--- src/rtl/wb_rr_arbiter_if.sv ---
// Bus bundle for the round-robin Wishbone arbiter: the per-master request
// side, the shared slave side, and the grant/busy status.
// The arbiter uses the slave modport (it is the slave of every master);
// the master modport is the view of whatever drives the masters and slave.
interface wb_rr_arbiter_if #(
    parameter int N_MST  = 4,
    parameter int ADDR_W = 24,
    parameter int DATA_W = 16
);
    logic [N_MST-1:0]        i_m_cyc;
    logic [N_MST-1:0]        i_m_stb;
    logic [N_MST*ADDR_W-1:0] i_m_adr;
    logic [N_MST*DATA_W-1:0] i_m_dat;
    logic [N_MST-1:0]        i_m_we;
    logic [2*N_MST-1:0]      i_m_sel;
    logic [N_MST-1:0]        i_m_8_burst;
    logic [N_MST-1:0]        i_m_4_burst;
    logic [N_MST-1:0]        o_m_ack;
    logic [N_MST-1:0]        o_m_err;
    logic                    o_cyc;
    logic                    o_stb;
    logic [ADDR_W-1:0]       o_adr;
    logic [DATA_W-1:0]       o_dat;
    logic                    o_we;
    logic [1:0]              o_sel;
    logic                    o_8_burst;
    logic                    o_4_burst;
    logic                    i_ack;
    logic                    i_err;
    logic [N_MST-1:0]        o_grant;
    logic                    o_busy;

    modport slave (
        input  i_m_cyc, i_m_stb, i_m_adr, i_m_dat, i_m_we, i_m_sel,
               i_m_8_burst, i_m_4_burst, i_ack, i_err,
        output o_m_ack, o_m_err, o_cyc, o_stb, o_adr, o_dat, o_we, o_sel,
               o_8_burst, o_4_burst, o_grant, o_busy
    );

    modport master (
        output i_m_cyc, i_m_stb, i_m_adr, i_m_dat, i_m_we, i_m_sel,
               i_m_8_burst, i_m_4_burst, i_ack, i_err,
        input  o_m_ack, o_m_err, o_cyc, o_stb, o_adr, o_dat, o_we, o_sel,
               o_8_burst, o_4_burst, o_grant, o_busy
    );
endinterface

--- src/rtl/wb_rr_arbiter.sv ---
// N-master round-robin Wishbone arbiter. A granted master keeps the bus for
// as long as it holds cyc (bursts and stb gaps included); ownership then
// rotates starting after the previous owner. A watchdog aborts a transfer
// whose stb sits unanswered for TIMEOUT cycles and reports err to the owner.
module wb_rr_arbiter #(
    parameter int N_MST   = 4,
    parameter int ADDR_W  = 24,
    parameter int DATA_W  = 16,
    parameter int TIMEOUT = 255
) (
    input  logic           i_clk,
    input  logic           i_rst_n,
    wb_rr_arbiter_if.slave bus
);
    localparam int PTR_W = (N_MST > 1) ? $clog2(N_MST) : 1;
    localparam logic [7:0]       TO_LAST  = 8'(TIMEOUT - 1);
    localparam logic [PTR_W-1:0] PTR_INIT = PTR_W'(N_MST - 1);

    typedef enum logic [1:0] {
        ST_IDLE  = 2'd0,
        ST_GRANT = 2'd1,
        ST_ERR   = 2'd2,
        ST_DRAIN = 2'd3
    } state_t;

    state_t             state_r, state_s;
    logic [PTR_W-1:0]   ptr_r, ptr_s;
    logic [PTR_W-1:0]   owner_r, owner_s;
    logic [N_MST-1:0]   grant_r, grant_s;
    logic [7:0]         cnt_r, cnt_s;
    logic [PTR_W-1:0]   pick_s;
    logic               pick_vld_s;
    logic               own_cyc_s;
    logic               own_stb_s;
    logic               stall_s;
    logic [N_MST-1:0]   ack_s;
    logic [N_MST-1:0]   err_s;

    // Index of the master 'offs' positions after 'base', wrapping at N_MST.
    function automatic logic [PTR_W-1:0] rr_idx(input logic [PTR_W-1:0] base, input int offs);
        int sum;
        sum = int'(base) + offs;
        return PTR_W'((sum >= N_MST) ? (sum - N_MST) : sum);
    endfunction

    assign own_cyc_s   = bus.i_m_cyc[owner_r];
    assign own_stb_s   = bus.i_m_stb[owner_r];
    assign stall_s     = own_cyc_s & own_stb_s & ~bus.i_ack & ~bus.i_err;
    assign bus.o_m_ack = ack_s;
    assign bus.o_m_err = err_s;
    assign bus.o_grant = grant_r;
    assign bus.o_busy  = (state_r != ST_IDLE);

    // Round-robin scan: first requester after the last owner, using this cycle's cyc.
    always_comb begin
        pick_s     = '0;
        pick_vld_s = 1'b0;
        for (int i = 1; i <= N_MST; i++) begin
            if (!pick_vld_s && bus.i_m_cyc[rr_idx(ptr_r, i)]) begin
                pick_s     = rr_idx(ptr_r, i);
                pick_vld_s = 1'b1;
            end else begin
                pick_s     = pick_s;
                pick_vld_s = pick_vld_s;
            end
        end
    end

    // Mux the owner onto the slave bus and route slave responses back to the owner only.
    always_comb begin
        bus.o_cyc = 1'b0;
        bus.o_stb = 1'b0;
        ack_s     = '0;
        err_s     = '0;
        if (|grant_r) begin
            bus.o_adr     = bus.i_m_adr[int'(owner_r)*ADDR_W +: ADDR_W];
            bus.o_dat     = bus.i_m_dat[int'(owner_r)*DATA_W +: DATA_W];
            bus.o_we      = bus.i_m_we[owner_r];
            bus.o_sel     = bus.i_m_sel[int'(owner_r)*2 +: 2];
            bus.o_8_burst = bus.i_m_8_burst[owner_r];
            bus.o_4_burst = bus.i_m_4_burst[owner_r];
        end else begin
            bus.o_adr     = '0;
            bus.o_dat     = '0;
            bus.o_we      = 1'b0;
            bus.o_sel     = 2'b00;
            bus.o_8_burst = 1'b0;
            bus.o_4_burst = 1'b0;
        end
        case (state_r)
            ST_GRANT: begin
                bus.o_cyc      = own_cyc_s;
                bus.o_stb      = own_cyc_s & own_stb_s;
                ack_s[owner_r] = bus.i_ack;
                err_s[owner_r] = bus.i_err;
            end
            ST_ERR: begin
                err_s[owner_r] = 1'b1;
            end
            default: begin
                bus.o_cyc = 1'b0;
            end
        endcase
    end

    // Next-state logic: grant, hold while owner cyc is high, watchdog abort, drain.
    always_comb begin
        state_s = state_r;
        ptr_s   = ptr_r;
        owner_s = owner_r;
        grant_s = grant_r;
        cnt_s   = cnt_r;
        case (state_r)
            ST_IDLE: begin
                cnt_s = 8'd0;
                if (pick_vld_s) begin
                    owner_s = pick_s;
                    grant_s = {{(N_MST-1){1'b0}}, 1'b1} << pick_s;
                    state_s = ST_GRANT;
                end else begin
                    grant_s = '0;
                end
            end
            ST_GRANT: begin
                if (!own_cyc_s) begin
                    ptr_s   = owner_r;
                    grant_s = '0;
                    cnt_s   = 8'd0;
                    state_s = ST_IDLE;
                end else if (stall_s) begin
                    if (cnt_r == TO_LAST) begin
                        cnt_s   = 8'd0;
                        state_s = ST_ERR;
                    end else begin
                        cnt_s = cnt_r + 8'd1;
                    end
                end else begin
                    cnt_s = 8'd0;
                end
            end
            ST_ERR: begin
                state_s = ST_DRAIN;
            end
            ST_DRAIN: begin
                if (!own_cyc_s) begin
                    ptr_s   = owner_r;
                    grant_s = '0;
                    state_s = ST_IDLE;
                end else begin
                    state_s = ST_DRAIN;
                end
            end
            default: begin
                grant_s = '0;
                state_s = ST_IDLE;
            end
        endcase
    end

    // State, pointer, owner, grant and watchdog registers.
    always_ff @(posedge i_clk or negedge i_rst_n) begin
        if (!i_rst_n) begin
            state_r <= ST_IDLE;
            ptr_r   <= PTR_INIT;
            owner_r <= '0;
            grant_r <= '0;
            cnt_r   <= 8'd0;
        end else begin
            state_r <= state_s;
            ptr_r   <= ptr_s;
            owner_r <= owner_s;
            grant_r <= grant_s;
            cnt_r   <= cnt_s;
        end
    end
endmodule

--- src/flat_wrapper.sv ---
// flat-port wrapper written by rule: the top's interface ports become plain ports
module wb_rr_arbiter_flat 
#(
    parameter int N_MST   = 4,
    parameter int ADDR_W  = 24,
    parameter int DATA_W  = 16,
    parameter int TIMEOUT = 255
)
  (i_clk, i_rst_n, bus_i_m_cyc, bus_i_m_stb, bus_i_m_adr, bus_i_m_dat, bus_i_m_we, bus_i_m_sel, bus_i_m_8_burst, bus_i_m_4_burst, bus_i_ack, bus_i_err, bus_o_m_ack, bus_o_m_err, bus_o_cyc, bus_o_stb, bus_o_adr, bus_o_dat, bus_o_we, bus_o_sel, bus_o_8_burst, bus_o_4_burst, bus_o_grant, bus_o_busy);
  wb_rr_arbiter_if #(.N_MST(N_MST), .ADDR_W(ADDR_W), .DATA_W(DATA_W)) bus_i ();
  input  logic i_clk;
  input  logic i_rst_n;
  input wire logic [$bits(bus_i.i_m_cyc)-1:0] bus_i_m_cyc;
  input wire logic [$bits(bus_i.i_m_stb)-1:0] bus_i_m_stb;
  input wire logic [$bits(bus_i.i_m_adr)-1:0] bus_i_m_adr;
  input wire logic [$bits(bus_i.i_m_dat)-1:0] bus_i_m_dat;
  input wire logic [$bits(bus_i.i_m_we)-1:0] bus_i_m_we;
  input wire logic [$bits(bus_i.i_m_sel)-1:0] bus_i_m_sel;
  input wire logic [$bits(bus_i.i_m_8_burst)-1:0] bus_i_m_8_burst;
  input wire logic [$bits(bus_i.i_m_4_burst)-1:0] bus_i_m_4_burst;
  input wire logic [$bits(bus_i.i_ack)-1:0] bus_i_ack;
  input wire logic [$bits(bus_i.i_err)-1:0] bus_i_err;
  output wire logic [$bits(bus_i.o_m_ack)-1:0] bus_o_m_ack;
  output wire logic [$bits(bus_i.o_m_err)-1:0] bus_o_m_err;
  output wire logic [$bits(bus_i.o_cyc)-1:0] bus_o_cyc;
  output wire logic [$bits(bus_i.o_stb)-1:0] bus_o_stb;
  output wire logic [$bits(bus_i.o_adr)-1:0] bus_o_adr;
  output wire logic [$bits(bus_i.o_dat)-1:0] bus_o_dat;
  output wire logic [$bits(bus_i.o_we)-1:0] bus_o_we;
  output wire logic [$bits(bus_i.o_sel)-1:0] bus_o_sel;
  output wire logic [$bits(bus_i.o_8_burst)-1:0] bus_o_8_burst;
  output wire logic [$bits(bus_i.o_4_burst)-1:0] bus_o_4_burst;
  output wire logic [$bits(bus_i.o_grant)-1:0] bus_o_grant;
  output wire logic [$bits(bus_i.o_busy)-1:0] bus_o_busy;
  assign bus_i.i_m_cyc = bus_i_m_cyc;
  assign bus_i.i_m_stb = bus_i_m_stb;
  assign bus_i.i_m_adr = bus_i_m_adr;
  assign bus_i.i_m_dat = bus_i_m_dat;
  assign bus_i.i_m_we = bus_i_m_we;
  assign bus_i.i_m_sel = bus_i_m_sel;
  assign bus_i.i_m_8_burst = bus_i_m_8_burst;
  assign bus_i.i_m_4_burst = bus_i_m_4_burst;
  assign bus_i.i_ack = bus_i_ack;
  assign bus_i.i_err = bus_i_err;
  assign bus_o_m_ack = bus_i.o_m_ack;
  assign bus_o_m_err = bus_i.o_m_err;
  assign bus_o_cyc = bus_i.o_cyc;
  assign bus_o_stb = bus_i.o_stb;
  assign bus_o_adr = bus_i.o_adr;
  assign bus_o_dat = bus_i.o_dat;
  assign bus_o_we = bus_i.o_we;
  assign bus_o_sel = bus_i.o_sel;
  assign bus_o_8_burst = bus_i.o_8_burst;
  assign bus_o_4_burst = bus_i.o_4_burst;
  assign bus_o_grant = bus_i.o_grant;
  assign bus_o_busy = bus_i.o_busy;
  wb_rr_arbiter #(.N_MST(N_MST), .ADDR_W(ADDR_W), .DATA_W(DATA_W), .TIMEOUT(TIMEOUT)) u_core (.i_clk(i_clk), .i_rst_n(i_rst_n), .bus(bus_i));
endmodule
--- config.mk ---
export PLATFORM = sky130hd
export DESIGN_NAME = wb_rr_arbiter_flat
export DESIGN_NICKNAME = d
export VERILOG_FILES = /design/src/rtl/wb_rr_arbiter_if.sv /design/src/rtl/wb_rr_arbiter.sv /design/src/flat_wrapper.sv
export SDC_FILE = /design/constraint.sdc
export NUM_CORES = 1
export LEC_CHECK = 0
export BUFFER_PORTS_ARGS = -buffer_cell sky130_fd_sc_hd__buf_2
export CORE_AREA = 3 3 98 100
export CTS_CLUSTER_DIAMETER = 30
export CTS_CLUSTER_SIZE = 40
export DETAILED_ROUTE_END_ITERATION = 6
export DIE_AREA = 0 0 101 103
export MAX_ROUTING_LAYER = met4
export PLACE_DENSITY = 0.64
export SYNTH_ARGS = -nofsm -noshare
export SYNTH_HDL_FRONTEND = slang
export SYNTH_SLANG_ARGS = --single-unit
export TNS_END_PERCENT = 1
--- constraint.sdc ---
create_clock -name i_clk -period 5 [get_ports i_clk]
set_input_delay 0.25 -clock i_clk [delete_from_list [all_inputs] [get_ports i_clk]]
set_output_delay 0.25 -clock i_clk [all_outputs]
set_load 0.005 [all_outputs]
==> summary.md, run 1 <==
| Metric | Value |
|---|---|
| Status | completed |
| Yosys reg bits | 18 |
| Slew @ Worst Pin | 1.21 ns |
| Post-Route WL | 10900 um |
| GRT Total Usage | 19.9% |
| Fin crit share | 51.7% |
| Area share of the largest cell type after synthesis | 39.1% |
| Tot Pwr | 2.10 mW |
| Layout cells sized above 1 | 66.3% |
| Rel. slew slack | 19.4% |
| Die width | 101 um |
| Number of core rows | 34 |
| VDD IR max | 0.292 mV |
| DR vias | 3042 |
| Starting Density | 30.2% |
| Area contributors post-synth | mux4_2 39%, dfrtp_1 15%, nor2b_1 11% |
| Core Area | 8760 sq um |
| PortBufs | 251 |
| Fin Setup TNS | 0 ns |
| Register area share after synthesis | 17.1% |
| Post-CTS sizing | 0 |
| Detailed-route DRC error count | 0 |
| First-pass GRT wire length | 15800 um |
| Routability congestion estimate | 0.854 |
| Pwr dens | 522 nW/um^2 |
| Worst Hold Class | in2async |
| Max-cap violations | 0 |
| Drt first pass iters | 4 |
| Multiplexer share of the synthesized area | 43.3% |
| Die ar. | 10400 sq um |
| CTS Sinks | 18 |
| Simple-gate share of the synthesized area | 21.6% |
| RSZ-0062 raised after global routing | false |
| Netlist cell types | 50 |
| Drt via density | 5.16 |
| CTS Buf Count | 3 |
| Nets | 679 |
| CP Launch Type | flip-flop |
| Largest net degree at the start of global routing | 59 |
| Fin. Hold Viols | 0 |
| Largest area contributor in the netlist | mux4_2 |
| Initial DRC count | 117 |
| CP Buf/Inv Count | 1 |
| Detailed placer's ending HPWL | 9090 um |
| Worst skew pair latency | 0.25 ns |
| Post-Synth XOR/XNOR Area | 0.992% |
| Critical Setup Path Class | reg2out |
| Reg2reg start | u_core.owner_r[1] |
| CP max stage delay | 1.15 ns |
| Mapped Nets | 439 |
| Die Ht | 103 um |
| H-tree depth | 1 |
| Critical path capture point type | output port |
| Worst-path maximum fanout | 58 |
| Setup crit start | u_core.owner_r[1] |
| Setup bufs post-CTS | 0 |
| Final worst setup slack | 2.41 ns |
| Hold buffer count at cts | 1 |
| Synth warnings | 0 |
| Cell Area, Synth | 2650 sq um |
| Endpoints failing setup | 0 |
| Slowest CP cell | dfrtp_2 |
| Top Ports | 252 |
| Remaining Overflow, GRT | 0 |
| CP top delay family | flip-flops |
| Worst path required time | 4.75 ns |
| Clk slew on worst S/H paths | 0.07 ns |
| Vias in the first global route | 3050 |
| Area Growth Syn to Fin | 51.7% |
| CTS Root Cell | clkbuf_8 |
| Clock Skew | 0.00466 ns |
| Worst slack at placement | 2.53 ns |
| Bufs on Longest Clock Path | 2 |
| Minimum clock period | 2.59 ns |
| Largest family of logic cells by synthesized area | multiplexers |
| Initial antenna violation count | 1 |
| Compound-Gate Fraction of Synth Area | 9.55% |
| Syn Area/Cell | 11.0 sq um |
| CP Data Arrival Time | 2.34 ns |
| Syn Inst Count | 241 |
| Post-DR wirelength/cell | 18.5 um |
| Adder-cell area share of the yosys netlist | 2.84% |
| Max Freq | 387 MHz |
| Leak | 1.99 nW |
| CP Cell Sequence | nand2_1, o22a_1, a211oi_1, buf_2 |
| Final Max Slew Viols | 0 |
| Clock tree from TritonCTS | yes |
| DRT antenna net count | 0 |
[placed cells by master (no fill, tap or decap), types with 2 or more instances in the layout]
cell / synthesis / final
clkbuf_8: 0 / 3
and2_1: 2 / 2
dfrtp_1: 16 / 14
nand3_1: 4 / 4
buf_2: 2 / 251
ha_1: 6 / 6
a22o_1: 3 / 3
nand2b_1: 6 / 6
or2_2: 3 / 3
a21oi_1: 5 / 5
o21ai_1: 3 / 3
nor3_1: 3 / 3
dfstp_2: 2 / 2
nor2_1: 14 / 14
a211oi_1: 3 / 3
nor2b_1: 47 / 47
and3_1: 2 / 2
mux2i_1: 5 / 5
a2bb2oi_1: 2 / 2
xnor2_1: 2 / 2
mux2_2: 4 / 4
inv_1: 6 / 6
o21ai_0: 3 / 3
nand2_1: 13 / 13
mux4_2: 46 / 46
o41ai_1: 2 / 2
[metrics by stage]
step / area [sq um] / hold slack, ns / cells / util (%)
2_1_floorplan: 2650 / -0.0456 / 241 / -
3_3_place_gp: 3960 / 0.199 / 583 / 45.2
3_5_place_dp: 3960 / 0.212 / 583 / 45.2
4_1_cts: 4020 / 0.465 / 588 / 45.8
5_1_grt: 4020 / 0.492 / 589 / 45.8
6_report: 4020 / 0.456 / 589 / 45.8
[flip-flops by register name (all words and copies together), names as in the netlist, named ones only]
register / count
u_core.cnt_r: 8
u_core.ptr_r: 2
u_core.owner_r: 2
u_core.state_r: 1
u_core.bus.o_grant: 4
[layout make-up]
type	instances	area, sq um
inverter	6	22.5
clock buffer	4	45.0
tap	108	135
fill	847	4750
sequential	18	458
timing repair buffer	253	1270
antenna	1	2.50
multi-input combinational	199	2080
[cell families (layout without fill, tap and decap cells)]
family | Yosys count | after routing
simple gates | 101 | 101
mux | 56 | 56
compound gates | 33 | 33
buf+inv | 24 | 263
flops | 18 | 18
fa+ha+maj | 6 | 6
xor+xnor | 3 | 3
other cells | 0 | 1
[cells in the mapped netlist, drive strengths merged]
library cell / n
mux2i: 5
o41ai: 3
a31oi: 1
o2111ai: 1
and3b: 1
or2: 3
nand4: 1
dfstp: 2
buf: 12
nand3: 5
o221ai: 1
xor2: 1
nor4: 2
nand2: 13
and2: 2
nand2b: 6
o2bb2ai: 2
nor2: 14
or3b: 1
mux2: 5
o22ai: 1
nor3: 3
a22o: 3
a21oi: 5
a41oi: 1
mux4: 46
a32o: 1
a21o: 1
o22a: 1
xnor2: 2
ha: 6
a211oi: 3
o21ai: 6
nor3b: 1
nor2b: 47
clkbuf: 6
inv: 6
dfrtp: 16
a2bb2oi: 2
o32ai: 1
and3: 2
[power breakdown]
part	switching, mW	total, mW	internal (mW)
clock	0.0495	0.106	0.0566
combinational	0.673	1.57	0.894
sequential	0.232	0.425	0.193
[routing by layer]
metal,track usage (%),vias up,wire [um]
met5,-,-,0
met4,3.58,0,121
met3,2.57,13,867
met2,37.2,126,6040
met1,22.9,1491,3890
li1,-,1412,-
[path summary, 6_finish.rpt]
kind	end	slack, ns	cells past startpoint
worst min register to register	u_core.cnt_r[0]	0.53	1
max in group asynchronous	u_core.owner_r[0]	4.20	2
worst max-delay path	bus_o_stb	2.41	4
worst max register to register	u_core.cnt_r[4]	2.53	4
worst min-delay path	u_core.cnt_r[3]	0.46	2
min in group i_clk	u_core.owner_r[1]	0.50	4
No activity file was read; power rests on OpenSTA's default activity.
==> inputs of run 2 (changes only) <==
- ABC_AREA: unset -> 1
- CORE_AREA: 3 3 98 100 -> 3 3 96 98
- DIE_AREA: 0 0 101 103 -> 0 0 99 101
- PLACE_DENSITY: 0.64 -> 0.67
- clock period: 5 -> 2.1 ns (I/O delays scaled with it)
==> run 2 against run 1 <==
Register-to-register slack worse by 2.2 ns. Count of clock-buffer cells in the layout stayed put. Synthesized cell count is 53% higher. Sequential power is 34% higher. Critical path depth is 3 higher. Final cell count is 22% higher. Cell area is 2.0% lower. Utilization is 0.20 points higher. Combinational power is 150% higher. Non-clock buffer count is 8 higher. Clock power grew to 2.8 times the previous value. Synthesized area is 6.3% lower. Critical endpoint is now bus_o_dat[3]. Highest routed layer unchanged.
==> summary.md, run 2 <==
| Metric | Value |
|---|---|
| Number of core rows | 34 (unchanged) |
| Cells after DPL | 713 (+22%) |
| Sequential Power Share | 12.1% (-8.2 points) |
| Area Growth Syn to Fin | 58.7% |
| First-pass GRT wire length | 18100 um (+14%) |
| Critical Setup Path Class | reg2out |
| Tot Pwr | 4.72 mW (+130%) |
| Area of the multi-input gates | 1820 sq um (-13%) |
| Synth warnings | 0 (unchanged) |
| DR vias | 3759 (+24%) |
| Post-DR wirelength/cell | 17.0 um (-8.2%) |
| Vias in the first global route | 3516 (+15%) |
| Clock Skew | 0.00198 ns (-0.00268 ns) |
| Fin crit share | 96.1% |
| Detailed-route DRC error count | 0 (unchanged) |
| Commonest cells post-synth | 91 x a22oi_1, 58 x nand2_1, 52 x a21oi_1 |
| CTS Sinks | 18 (unchanged) |
| Worst slack at placement | 0.331 ns (-2.19 ns) |
| Async SR Flop Fraction | 100% (unchanged) |
| CP top delay family | buffers and inverters |
| Nets | 809 (+19%) |
| Detailed placer's ending HPWL | 10000 um (+10%) |
| Compound-Gate Fraction of Synth Area | 42.0% (+32 points) |
| Initial antenna violation count | 0 (-1) |
| Worst skew pair latency | 0.26 ns (about the same) |
| Area contributors post-synth | a22oi_1 28%, dfrtp_1 16%, a21oi_1 10% |
| # diodes | 0 (-1) |
| Die Ht | 101 um (-1.9%) |
| Die width | 99 um (-2.0%) |
| RSZ-0062 raised after global routing | true |
| Netlist cell types | 36 (-28%) |
| Cell Area, Synth | 2480 sq um (-6.3%) |
| Rel. slew slack | 67.3% (+48 points) |
| Syn Area/Cell | 6.72 sq um (-39%) |
| Bufs on Longest Clock Path | 2 (unchanged) |
| Layout cells sized above 1 | 48.9% (-17 points) |
| Worst Hold Class | in2async |
| Drt first pass iters | 5 (+1) |
| Commonest non-fill, non-tap cell in the layout | buf_2 |
| Reg area | 453 sq um (-1.1%) |
| Drt via density | 5.24 (+1.4%) |
| CTS Buf Count | 3 (unchanged) |
| Primary FF master, synth | dfrtp_1 |
| Starting Density | 29.0% (-1.2 points) |
| Mapped Nets | 567 (+29%) |
| Status | completed |
| Number of synthesized flops with an enable pin | 0 (unchanged) |
| Final std cells w/o fill | 718 (+22%) |
| Worst path required time | 2.00 ns (-2.75 ns) |
| Clk slew on worst S/H paths | 0.07 ns (about the same) |
| Switching share of power | 55.7% (+10 points) |
| CP Launch Type | flip-flop |
| Max reg flops | 8 (unchanged) |
| Top Ports | 252 (unchanged) |
| Clock power share | 6.2% (+1.1 points) |
| Syn Inst Count | 369 (+53%) |
| Slew @ Worst Pin | 0.485 ns (-0.724 ns) |
| H-tree depth | 1 (unchanged) |
| Critical path capture point type | output port |
| Yosys reg bits | 18 (unchanged) |
| Max-cap violations | 0 (unchanged) |
| Post-Synth XOR/XNOR Area | 2.12% (+1.1 points) |
| Simple-gate share of the synthesized area | 25.3% (+3.7 points) |
| CTS Root Cell | clkbuf_8 |
| Core Area | 8550 sq um (-2.4%) |
| P_sw | 2.63 mW (+180%) |
| Final Max Slew Viols | 0 (unchanged) |
| Endpoints failing setup | 0 (unchanged) |
| Commonest non-fill, non-tap cells in the layout | 251 x buf_2, 91 x a22oi_1, 58 x nand2_1 |
| Remaining Overflow, GRT | 0 (unchanged) |
| Initial DRC count | 204 (+74%) |
| Largest net degree at the start of global routing | 44 (-25%) |
| PortBufs | 251 (unchanged) |
| Most frequent cell after synthesis | a22oi_1 |
| Adder-cell area share of the yosys netlist | 3.03% (+0.19 points) |
| Slowest CP cell | dfrtp_1 |
| Int Pwr | 2.09 mW (+83%) |
| Pwr dens | 1200 nW/um^2 (+130%) |
| Largest family of logic cells by synthesized area | compound AO/OA/AOI/OAI gates |
| Routability congestion estimate | 0.984 (+15%) |
| VDD IR max | 1.11 mV (+280%) |
| CP max stage delay | 0.45 ns (-0.70 ns) |
| CP Buf/Inv Count | 4 (+3) |
| Multiplexer share of the synthesized area | 0% (-43 points) |
| Clock tree from TritonCTS | yes |
| GRT Total Usage | 23.0% (+3.1 points) |
| Largest area contributor in the netlist | a22oi_1 |
| Max Freq | 495 MHz |
| Area share of the largest cell type after synthesis | 27.5% (-12 points) |
| Worst-path maximum fanout | 17 (-71%) |
| Logic pwr share | 81.7% (+7.0 points) |
| Leak | 2.14 nW (+7.4%) |
| Filler cell count | 891 (+5.2%) |
| Biggest register | u_core.cnt_r |
| CP Cell Sequence | inv_1, nand2_1, inv_2, buf_4, a22oi_1, a21oi_1, buf_2 |
| DRT antenna net count | 0 (unchanged) |
| Fin. Hold Viols | 0 (unchanged) |
| Post-Route WL | 12200 um (+12%) |
| Final worst setup slack | 0.0814 ns (-2.33 ns) |
| Minimum clock period | 2.02 ns |
| Register area share after synthesis | 18.3% (+1.1 points) |
| CP Data Arrival Time | 1.91 ns (-0.43 ns) |
| Setup bufs post-CTS | 0 (unchanged) |
| Die ar. | 10000 sq um (-3.9%) |
-- run 2: per-stage QoR --
step	utilization (%)	setup TNS [ns]	area, sq um	hold WS (ns)
after floorplan	-	0	2480	-0.191
after global placement	45.2	0	3870	0.0529
after detailed placement	45.2	0	3870	0.0622
after CTS	46.0	0	3930	0.309
after global routing	46.0	-0.125	3940	0.340
final	46.0	0	3940	0.303
-- run 2: final timing paths --
check	start	depth (start not counted)	slack (ns)	to
max in group asynchronous	i_rst_n	2	1.47	u_core.ptr_r[1]
min in group i_clk	bus_i_ack	5	0.35	u_core.cnt_r[2]
setup reg to reg	u_core.owner_r[0]	7	0.31	u_core.cnt_r[6]
setup / recovery	u_core.owner_r[0]	7	0.08	bus_o_dat[3]
hold / removal	i_rst_n	2	0.30	u_core.cnt_r[6]
hold reg to reg	u_core.cnt_r[1]	2	0.57	u_core.cnt_r[1]
-- run 2: cell type report --
type	count	area share, %
multi-input cells	296	46.1
repair buffers	261	34.5
flip-flops and latches	18	11.5
well taps	108	3.43
inverters	31	3.02
clock buffers	4	1.40
-- run 2: per-layer routing --
layer / track usage [%] / vias to the layer above / wire length (um)
li1: - / 1826 / -
met1: 29.4 / 1718 / 4970
met2: 38.5 / 192 / 5930
met3: 2.77 / 23 / 1050
met4: 5.99 / 0 / 266
met5: - / - / 0
-- run 2: cell families (layout without fill, tap and decap cells) --
group | after synthesis | after routing
buffers and inverters | 55 | 296
adder cells (fa/ha/maj) | 6 | 6
AND/OR/NAND/NOR | 124 | 124
flip-flops | 18 | 18
AO/OA/AOI/OAI | 160 | 160
XOR/XNOR | 6 | 6
-- run 2: power groups by stage --
| stage | Combinational, mW | Sequential (mW) | Clock (mW) |
|---|---|---|---|
| detailed placement | 3.82 | 0.573 | 0 |
| global route | 4.25 | 0.588 | 0.308 |
| finish | 3.86 | 0.570 | 0.293 |
| floorplan | 2.50 | 0.503 | 0 |
| CTS | 3.84 | 0.568 | 0.299 |
| global placement | 3.78 | 0.567 | 0 |
-- run 2: what timing repair did --
item | CTS | global route
setup endpoints to repair | 0 | 8
hold endpoints to repair | 16 | 0
gates resized for setup | 0 | 1
hold buffers | 1 | 0
